--- config.mk ---
export PLATFORM = sky130hd
export DESIGN_NAME = alu_issue_ctrl
export DESIGN_NICKNAME = d
export VERILOG_FILES = /design/src/rtl/alu_issue_ctrl.sv
export SDC_FILE = /design/constraint.sdc
export NUM_CORES = 1
export LEC_CHECK = 0
export ABC_AREA = 1
export CAP_MARGIN = 20
export CORE_MARGIN = 4
export CORE_UTILIZATION = 37
export DETAILED_ROUTE_END_ITERATION = 16
export PLACE_DENSITY_LB_ADDON = 0.15
export SKIP_CTS_REPAIR_TIMING = 1
export SLEW_MARGIN = 10
export SYNTH_ARGS = -nofsm -noshare
export SYNTH_HDL_FRONTEND = slang
export SYNTH_SLANG_ARGS = --single-unit
--- constraint.sdc ---
create_clock -name clk -period 3.6 [get_ports clk]
set_input_delay 0.9 -clock clk [delete_from_list [all_inputs] [get_ports clk]]
set_output_delay 0.9 -clock clk [all_outputs]
set_load 0.01 [all_outputs]
--- src/rtl/alu_issue_ctrl.sv ---
// Issue stage in front of the 8-op ALU (and/or/xor/nor/lt/add/sub/mod).
// Accepts one op over valid/ready, holds sel/a/b for the op's latency,
// captures the ALU result and presents it over a second valid/ready port.
// Optional build macro: ALU_MOD_ZERO_CHECK_EN (mod by zero short-circuits
// to DONE with out_result=0 and out_err=1, never touching the ALU).
module alu_issue_ctrl #(
  parameter int unsigned WIDTH       = 32,
  parameter int unsigned MOD_LATENCY = 34,
  parameter int unsigned CNT_W       = 6
) (
  input  logic             clk,
  input  logic             reset,
  input  logic             in_valid,
  output logic             in_ready,
  input  logic [2:0]       in_sel,
  input  logic [WIDTH-1:0] in_a,
  input  logic [WIDTH-1:0] in_b,
  output logic [2:0]       alu_sel,
  output logic [WIDTH-1:0] alu_a,
  output logic [WIDTH-1:0] alu_b,
  output logic             alu_start,
  input  logic [WIDTH-1:0] alu_result,
  output logic             out_valid,
  input  logic             out_ready,
  output logic [WIDTH-1:0] out_result,
  output logic             out_err
);

  typedef enum logic [1:0] {IDLE, EXEC, DONE} state_t;

  localparam logic [CNT_W-1:0] CNT_ONE = CNT_W'(1);
  localparam logic [CNT_W-1:0] CNT_MOD = CNT_W'(MOD_LATENCY);

  state_t           state_q, state_d;
  logic [2:0]       op_sel;
  logic [WIDTH-1:0] op_a, op_b;
  logic [CNT_W-1:0] cnt;
  logic             start_q;
  logic [WIDTH-1:0] result_q;
  logic             accept, finish, zero_skip;

`ifdef ALU_MOD_ZERO_CHECK_EN
  assign zero_skip = (in_sel == 3'd7) && (in_b == '0);
`else
  assign zero_skip = 1'b0;
`endif

  // The ALU sees the op registers directly, so its inputs only move at acceptance.
  assign alu_sel    = op_sel;
  assign alu_a      = op_a;
  assign alu_b      = op_b;
  assign alu_start  = start_q;
  assign out_result = result_q;

  // State register.
  always_ff @(posedge clk or posedge reset) begin
    if (reset) state_q <= IDLE;
    else       state_q <= state_d;
  end

  // Next-state and handshake outputs.
  always_comb begin
    state_d   = state_q;
    in_ready  = 1'b0;
    out_valid = 1'b0;
    accept    = 1'b0;
    finish    = 1'b0;
    case (state_q)
      IDLE: begin
        in_ready = 1'b1;
        if (in_valid) begin
          accept  = 1'b1;
          state_d = zero_skip ? DONE : EXEC;
        end
      end
      EXEC: begin
        if (cnt == CNT_ONE) begin
          finish  = 1'b1;
          state_d = DONE;
        end
      end
      DONE: begin
        out_valid = 1'b1;
        if (out_ready) state_d = IDLE;
      end
      default: state_d = IDLE;
    endcase
  end

  // Op registers, wait counter, start pulse and result capture.
  always_ff @(posedge clk or posedge reset) begin
    if (reset) begin
      op_sel   <= '0;
      op_a     <= '0;
      op_b     <= '0;
      cnt      <= '0;
      start_q  <= 1'b0;
      result_q <= '0;
    end else begin
      start_q <= 1'b0;
      if (accept) begin
        op_sel  <= in_sel;
        op_a    <= in_a;
        op_b    <= in_b;
        cnt     <= (in_sel == 3'd7) ? CNT_MOD : CNT_ONE;
        start_q <= !zero_skip;
        if (zero_skip) result_q <= '0;
      end
      if (state_q == EXEC) cnt <= cnt - CNT_ONE;
      if (finish) result_q <= alu_result;
    end
  end

`ifdef ALU_MOD_ZERO_CHECK_EN
  logic err_q;

  // Error flag: set only by the mod-by-zero short-circuit, cleared by any real capture.
  always_ff @(posedge clk or posedge reset) begin
    if (reset)                   err_q <= 1'b0;
    else if (accept && zero_skip) err_q <= 1'b1;
    else if (finish)             err_q <= 1'b0;
  end

  assign out_err = err_q;
`else
  assign out_err = 1'b0;
`endif

endmodule
* After elaboration in Yosys (flattened, before gate mapping)
Cells that the tools add are included.
Storage, ports and cells: bits in registers 108, bits of input ports 103, output and inout bits 103, word-level logic and storage cells 32
Cells by class: add/sub/neg operators 1, eq/ne operators 7, multiplexer cells 14, reductions and logical operators 3
Operators with widths (count):
- $mux 6 | 3
- $mux 1 | 7
- $eq 6x1->1 const B | 1
- $mux 2 | 3
- $ne 2x2->1 const B | 3
- $pmux 2 s3 | 1
- $sub 6x1->6 const B | 1
- $eq 3x3->1 const B | 1
- $reduce_and 3->1 | 1
- $eq 2x1->1 const B | 1
- $eq 2x2->1 const B | 1
- $logic_not 2->1 | 1
- $reduce_bool 2->1 | 1

* Logic depth before layout (Yosys ltp)
Gate-level depths: netlist (run 1).
depth in word-level cells 4, depth in mapped cells 9, gate-level depth less buffers 7

* Least setup slack after synthesis (run 1)
OpenSTA, ideal clock, no wires.
path kind input -> register, from input port in_valid, to register op_b[10] (netlist: alu_b[10]), library setup time 0.116 ns, arrival 1.420 ns, required time 3.484 ns, setup slack 2.064 ns, stages on the path 6, buffers on the path 2, cell sequence nand2_2 inv_2 buf_6 buf_6 nand2_1 nand2_1
On the way: longest elaborated chain between the ends 2
Ends and longest elaborated chain:
- from (decl) | RTL line 13 | input logic in_valid,
- $mux 1 | RTL line 71 | if (in_valid) begin
- $mux 1 | RTL line 68 | case (state_q)
- to (signal assigned) | RTL line 104 | op_b <= in_b;
- to (decl) | RTL line 36 | logic [WIDTH-1:0] op_a, op_b;
No other way between the ends. A chain may end at the register's enable or synchronous reset.

* Final worst setup path (run 1)
from register state_q[0], to output port in_ready
On the way: longest elaborated chain between the ends 2
Ends and longest elaborated chain:
- from (decl) | RTL line 34 | state_t state_q, state_d;
- from (signal assigned) | RTL line 58 | else state_q <= state_d;
- $logic_not 2->1 | RTL line 68
- $mux 1 | RTL line 68
- to (decl) | RTL line 14 | output logic in_ready,
No other way between the ends.

==> results of run 1 <==
## cell type report
| type | instances | area, um2 | area share [%] |
|---|---|---|---|
| Inverter | 42 | 161 | 2.38 |
| Clock buffer | 12 | 267 | 3.93 |
| Clock inverter | 4 | 22.5 | 0.332 |
| Timing Repair Buffer | 211 | 2110 | 31.0 |
| Multi-Input combinational cell | 310 | 1350 | 19.9 |
| Tap cell | 143 | 179 | 2.64 |
| Sequential cell | 108 | 2700 | 39.8 |
## kinds of logic (layout without fill, tap and decap cells)
family	count (synthesis)	in the layout	share of synthesized area (%)
AOI/OAI and AO/OA	42	42	6.84
buffers and inverters	64	269	7.30
adders and majority gates	2	2	0.573
and+or+nand+nor	265	265	23.3
DFF	108	108	61.9
other	1	1	0.0858
## worst max-delay path, delay by kind of cell (launching register included)
family        cells  cell delay (ps)
buf+inv           1              550
flops             1              440
simple gates      1              160
## worst paths after layout
kind	from	to	slack, ps
max	state_q[0]$_DFFE_PP0P_	in_ready	1220
min	alu_b[18]$_DFFE_PP0P_	alu_b[18]$_DFFE_PP0P_	480
max reg2reg	cnt[1]$_DFFE_PP0P_	out_result[16]$_DFFE_PP0P_	1480
min reg2reg	alu_b[18]$_DFFE_PP0P_	alu_b[18]$_DFFE_PP0P_	480
max in group asynchronous	reset	out_result[18]$_DFFE_PP0P_	1790
min in group asynchronous	reset	out_result[2]$_DFFE_PP0P_	1060
## per-layer routing
metal | global-route usage, % | vias up | wire, um
met5 | 0 | - | 0
met4 | 4.82 | 0 | 94
met3 | 7.77 | 8 | 1300
met2 | 27.1 | 140 | 5160
met1 | 21.4 | 1649 | 4680
li1 | - | 1849 | -
## power by group through the flow
stage                     Combinational [W]  Clock [W]  Sequential (W)
after floorplan                    0.000987          0         0.00237
after global placement              0.00261          0         0.00214
after detailed placement            0.00265          0         0.00214
after CTS                           0.00265   0.000969         0.00214
after global routing                0.00291    0.00103         0.00222
final                               0.00260   0.000935         0.00214
## state kept, by name, summed over array words and instances, names as in the netlist
register    flops
alu_a          32
alu_b          32
alu_sel         3
alu_start       1
cnt             6
out_result     32
state_q         2
## synth_stat cells, types with 2 or more instances
cell,count,share of area [%]
a21oi_1,2,0.23
buf_2,5,0.57
buf_6,9,2.3
clkbuf_1,6,0.52
dfrtp_1,108,62
ha_1,2,0.57
inv_1,40,3.4
inv_2,2,0.17
nand2_1,243,21
nand2_2,2,0.29
nand3_1,6,0.69
nor2_1,10,0.86
o21ai_0,7,0.80
o21ai_1,9,1.0
o21ai_2,23,4.6
## stage by stage
stage	cell area [um2]	total power [W]
after floorplan	4370	0.00336
after global placement	6500	0.00474
after CTS	6790	0.00577
after detailed placement	6500	0.00479
after global routing	6790	0.00615
final	6790	0.00567
==> summary.md, run 1 <==
| Metric | Value |
|---|---|
| Status | completed |
| PortBufs | 204 |
| Internal Power | 0.00371 W |
| Unrepaired setup endpoints after global routing | no |
| Setup violators final | 0 |
| CP Launch Type | register |
| Routed Wire Length | 11200 um |
| Max incr delay on CP | 550 ps |
| Syn Inst Count | 482 |
| Util after Layout | 59.2% |
| Syn_nets | 587 |
| Async SR Flop Fraction | 100% |
| Clock period minus worst slack | 2380 ps |
| Final antenna-violating net count | 0 |
| Synth Warn # | 0 |
| Synth cell types | 23 |
| Seq pwr share | 37.7% |
| Gate power share | 45.9% |
| Power per cell area | 836 nW/um2 |
| Die area | 13600 um2 |
| Wire length per cell | 13.5 um |
| Clock Pin Slew Worst Setup and Hold Paths | 60 ps |
| Final WS setup | 1220 ps |
| Slowest CP cell | clkdlybuf4s50_1 |
| Placed cell count | 814 |
| Mapped cell area | 4370 um2 |
| Clock root cell | clkbuf_16 |
| Setup TNS | 0 ps |
| FF+latch count, synth | 108 |
| Final hold vios | 0 |
| Number of antenna violations at the first check in global routing | 0 |
| Max cap viols | 0 |
| TritonCTS Buffers | 9 |
| Fmax | 0.421 GHz |
| First-pass GRT wire length | 18500 um |
| Nets | 787 |
| Top_reg_cell synth | dfrtp_1 |
| Slew Limit Fails | 0 |
| WS Path Type | register to output port |
| P_leak | 3.35 nW |
| Skew final | 4.18 ps |
| Worst min path class | register to register |
| CP Data Arrival Time | 1480 ps |
| Period utilization | 66.0% |
| Clock Sinks | 108 |
| Crit-path cells | nor2_2 > clkdlybuf4s50_1 |
| Relative slew slack | 46.1% |
| Gr ovfl total | 0 |
| DP Wirelength | 8170 um |
| Largest net degree at the start of global routing | 73 |
| Row cnt | 39 |
| # IOs | 206 |
| Number of synthesized flops with an enable pin | 0 |
| Pre-CTS WS | 1010 ps |
| Vias | 3646 |
| Clock power frac | 16.5% |
| Share of layout cells above drive strength 1 | 7.71% |
| Sw frac | 34.5% |
| Number of remaining DRC errors | 0 |
| TritonCTS clock tree | yes |
| First drt pass iteration count | 4 |
| Worst VDD drop | 388 uV |
| Diodes inserted | 0 |
| Crit. End Element | output port |
| Area Overhead vs Synth | 55.3% |
| Total GRT Usage | 17.1% |
| Syn_area_per_cell | 9.06 um2 |
| Worst-Margin Slew | 807 ps |
| Worst EP required | 2700 ps |
| Worst skew pair latency | 330 ps |
| GPL Wtd Cong | 0.767 |
| Worst Hold Depth | 2 |
| Clock Tree Buf Depth | 2 |
| H-tree Lvls | 3 |
| Via-per-instance ratio | 4.39 |
| Die Span Y | 117 um |
| Hold WS | 477 ps |
| Sequential share of the synthesized area | 61.9% |
| Initial DRC count | 176 |
| Finished Layout Cells | 830 |
| Critical path peak fanout | 5 |
| CORE AREA | 11500 um2 |
| Commonest non-fill, non-tap cell in the layout | nand2_1 |
| Worst r2r path cells | 8 |
| Fill cell count | 1030 |
| Starting Density | 38.1% |
| Vias in the first global route | 3836 |
| NetSw | 0.00196 W |
| Die width | 117 um |
| Commonest cells after routing, fill and taps aside | nand2_1 (243), clkdlybuf4s50_1 (204), dfrtp_1 (108), inv_1 (39), o21ai_2 (23) |
Power figures use the tool's default switching activity.
==> run 2, diff against run 1 <==
==> constraint.sdc (replaced) <==
create_clock -name clk -period 2 [get_ports clk]
set_input_delay 0.5 -clock clk [delete_from_list [all_inputs] [get_ports clk]]
set_output_delay 0.5 -clock clk [all_outputs]
set_load 0.01 [all_outputs]
==> summary.md, run 2 (same netlist as run 1, synthesis figures left out) <==
| Metric | Value |
|---|---|
| Crit. End Element | output port |
| GPL Wtd Cong | 0.759 |
| Vias | 3700 |
| CP Data Arrival Time | 1290 ps |
| Worst min path class | register to register |
| Wire length per cell | 13.8 um |
| Clock root cell | clkbuf_16 |
| CORE AREA | 11500 um2 |
| Diodes inserted | 0 |
| Clock Sinks | 108 |
| Status | completed |
| Crit-path cells | clkdlybuf4s50_1 |
| Cell depth of the worst setup path | 1 |
| Starting Density | 38.1% |
| Largest delay share family, worst path | buffers and inverters |
| Vias in the first global route | 3794 |
| Via-per-instance ratio | 4.46 |
| CP endpoint | alu_a[7] |
| Fmax | 0.560 GHz |
| Met3 WL | 1230 um |
| Critical path peak fanout | 2 |
| Clock period minus worst slack | 1790 ps |
| Period utilization | 89.4% |
| Slew Limit Fails | 0 |
| Max cap viols | 0 |
| Final hold vios | 0 |
| Commonest cells after routing, fill and taps aside | nand2_1 (243), clkdlybuf4s50_1 (202), dfrtp_1 (107), inv_1 (39), o21ai_2 (23) |
| Area occupied by multi-input gates | 1350 um2 |
| Reg-to-reg critical path startpoint | cnt[1]$_DFFE_PP0P_ |
| PortBufs | 204 |
| Power per cell area | 1520 nW/um2 |
| Highest Signal Layer | met4 |
| Skew final | 6.54 ps |
| Row cnt | 39 |
| Register Area | 2700 um2 |
| Commonest non-fill, non-tap cell in the layout | nand2_1 |
| Routed Wire Length | 11500 um |
| TritonCTS clock tree | yes |
| Die Span Y | 117 um |
| Worst r2r path cells | 8 |
| Number of antenna violations at the first check in global routing | 0 |
| Nets | 788 |
| Worst EP required | 1500 ps |
| Worst VDD drop | 688 uV |
| Share of layout cells above drive strength 1 | 7.57% |
| Largest net degree at the start of global routing | 58 |
| # IOs | 206 |
| Reg-to-reg slack, setup | 310 ps |
| Total GRT Usage | 17.1% |
| CP Launch Type | register |
| First drt pass iteration count | 4 |
| Unrepaired setup endpoints after global routing | no |
| Area Overhead vs Synth | 57.4% |
| H-tree Lvls | 3 |
| Crit path buf inv count | 1 |
| Util after Layout | 60.0% |
| Fill cell count | 1017 |
| Clock Pin Slew Worst Setup and Hold Paths | 70 ps |
| Die width | 117 um |
| Capture point of the worst reg-to-reg path | out_result[12]$_DFFE_PP0P_ |
| First-pass GRT wire length | 18400 um |
| Max incr delay on CP | 580 ps |
| Clock Tree Buf Depth | 2 |
| Number of remaining DRC errors | 0 |
| WL met1 | 4750 um |
| Initial DRC count | 154 |
| Die area | 13600 um2 |
| Met2 wire length | 5350 um |
| Slowest CP cell | clkdlybuf4s50_1 |
| Gr ovfl total | 0 |
| Setup violators final | 0 |
| Post-DP Area | 6570 um2 |
| DP Wirelength | 8410 um |
| WS Path Type | register to output port |
| Final Cell Area | 6880 um2 |
| TritonCTS Buffers | 9 |
| Final antenna-violating net count | 0 |
| Critical path origin | alu_a[7]$_DFFE_PP0P_ |
| Worst skew pair latency | 340 ps |
| P_leak | 3.41 nW |
## run 2: cell types whose count changed in the layout (fill, tap and decap cells not counted), moves of 2 or more
cell / before / now
clkinv_2: 3 / 0
dlymetal6s2s_1: 0 / 2
clkdlybuf4s50_1: 204 / 202
clkbuf_1: 0 / 2
buf_4: 6 / 2
buf_12: 1 / 6
## run 2: how the worst min path moves through the flow
stage,from,end,cells past startpoint
floorplan,cnt[2]$_DFFE_PP0P_,cnt[2]$_DFFE_PP0P_,1
global placement,out_result[4]$_DFFE_PP0P_,out_result[4]$_DFFE_PP0P_,2
detailed placement,alu_b[29]$_DFFE_PP0P_,alu_b[29]$_DFFE_PP0P_,2
CTS,alu_b[29]$_DFFE_PP0P_,alu_b[29]$_DFFE_PP0P_,2
global route,out_result[14]$_DFFE_PP0P_,out_result[14]$_DFFE_PP0P_,2
finish,alu_b[29]$_DFFE_PP0P_,alu_b[29]$_DFFE_PP0P_,2
## run 2: area by class of cell
cell class	count	area share, %
flip-flops and latches	108	39.3
repair buffers	212	31.7
well taps	143	2.60
inverters	42	2.35
clock buffers	14	3.98
clock inverters	1	0.437
multi-input cells	310	19.6
## run 2: metal layers
layer  GRT usage (%)  vias to the layer above
li1                -                     1851
met1            21.1                     1704
met2            27.5                      134
met3            6.79                       11
met4            6.04                        0
met5               0                        -
## run 2: metrics by stage
stage	cells	power [W]	hold WS, ps	worst slack (ps)	TNS, ps
final	830	0.0105	477	213	0
after global routing	830	0.0112	494	153	0
after CTS	830	0.0106	482	-20.1	-20.1
after detailed placement	815	0.00873	464	207	0
after global placement	815	0.00861	461	232	0
after floorplan	482	0.00605	481	198	0
## run 2: worst register-to-register path, stage by stage (launching register included)
cell and delay, ps:
dfrtp_1 390, inv_1 100, ha_1 150, nand2_1 50, nor2_1 160, nand3_2 260, buf_12 300, nand2_1 130
o21ai_2 50
## run 2: where the power goes
part | switching (W) | internal, W
clock | 0.000743 | 0.00107
combinational | 0.00224 | 0.00257
sequential | 0.000585 | 0.00324
total | 0.00357 | 0.00688
==> run 3, diff against run 2 <==
--- a/config.mk
+++ b/config.mk
@@ -6,7 +6,6 @@
 export NUM_CORES = 1
 export LEC_CHECK = 0
 export ABC_AREA = 1
-export CAP_MARGIN = 20
 export CORE_MARGIN = 4
 export CORE_UTILIZATION = 37
 export DETAILED_ROUTE_END_ITERATION = 16
==> results of run 3 <==
Final layout, timing and power as in run 2 (identical DEF).
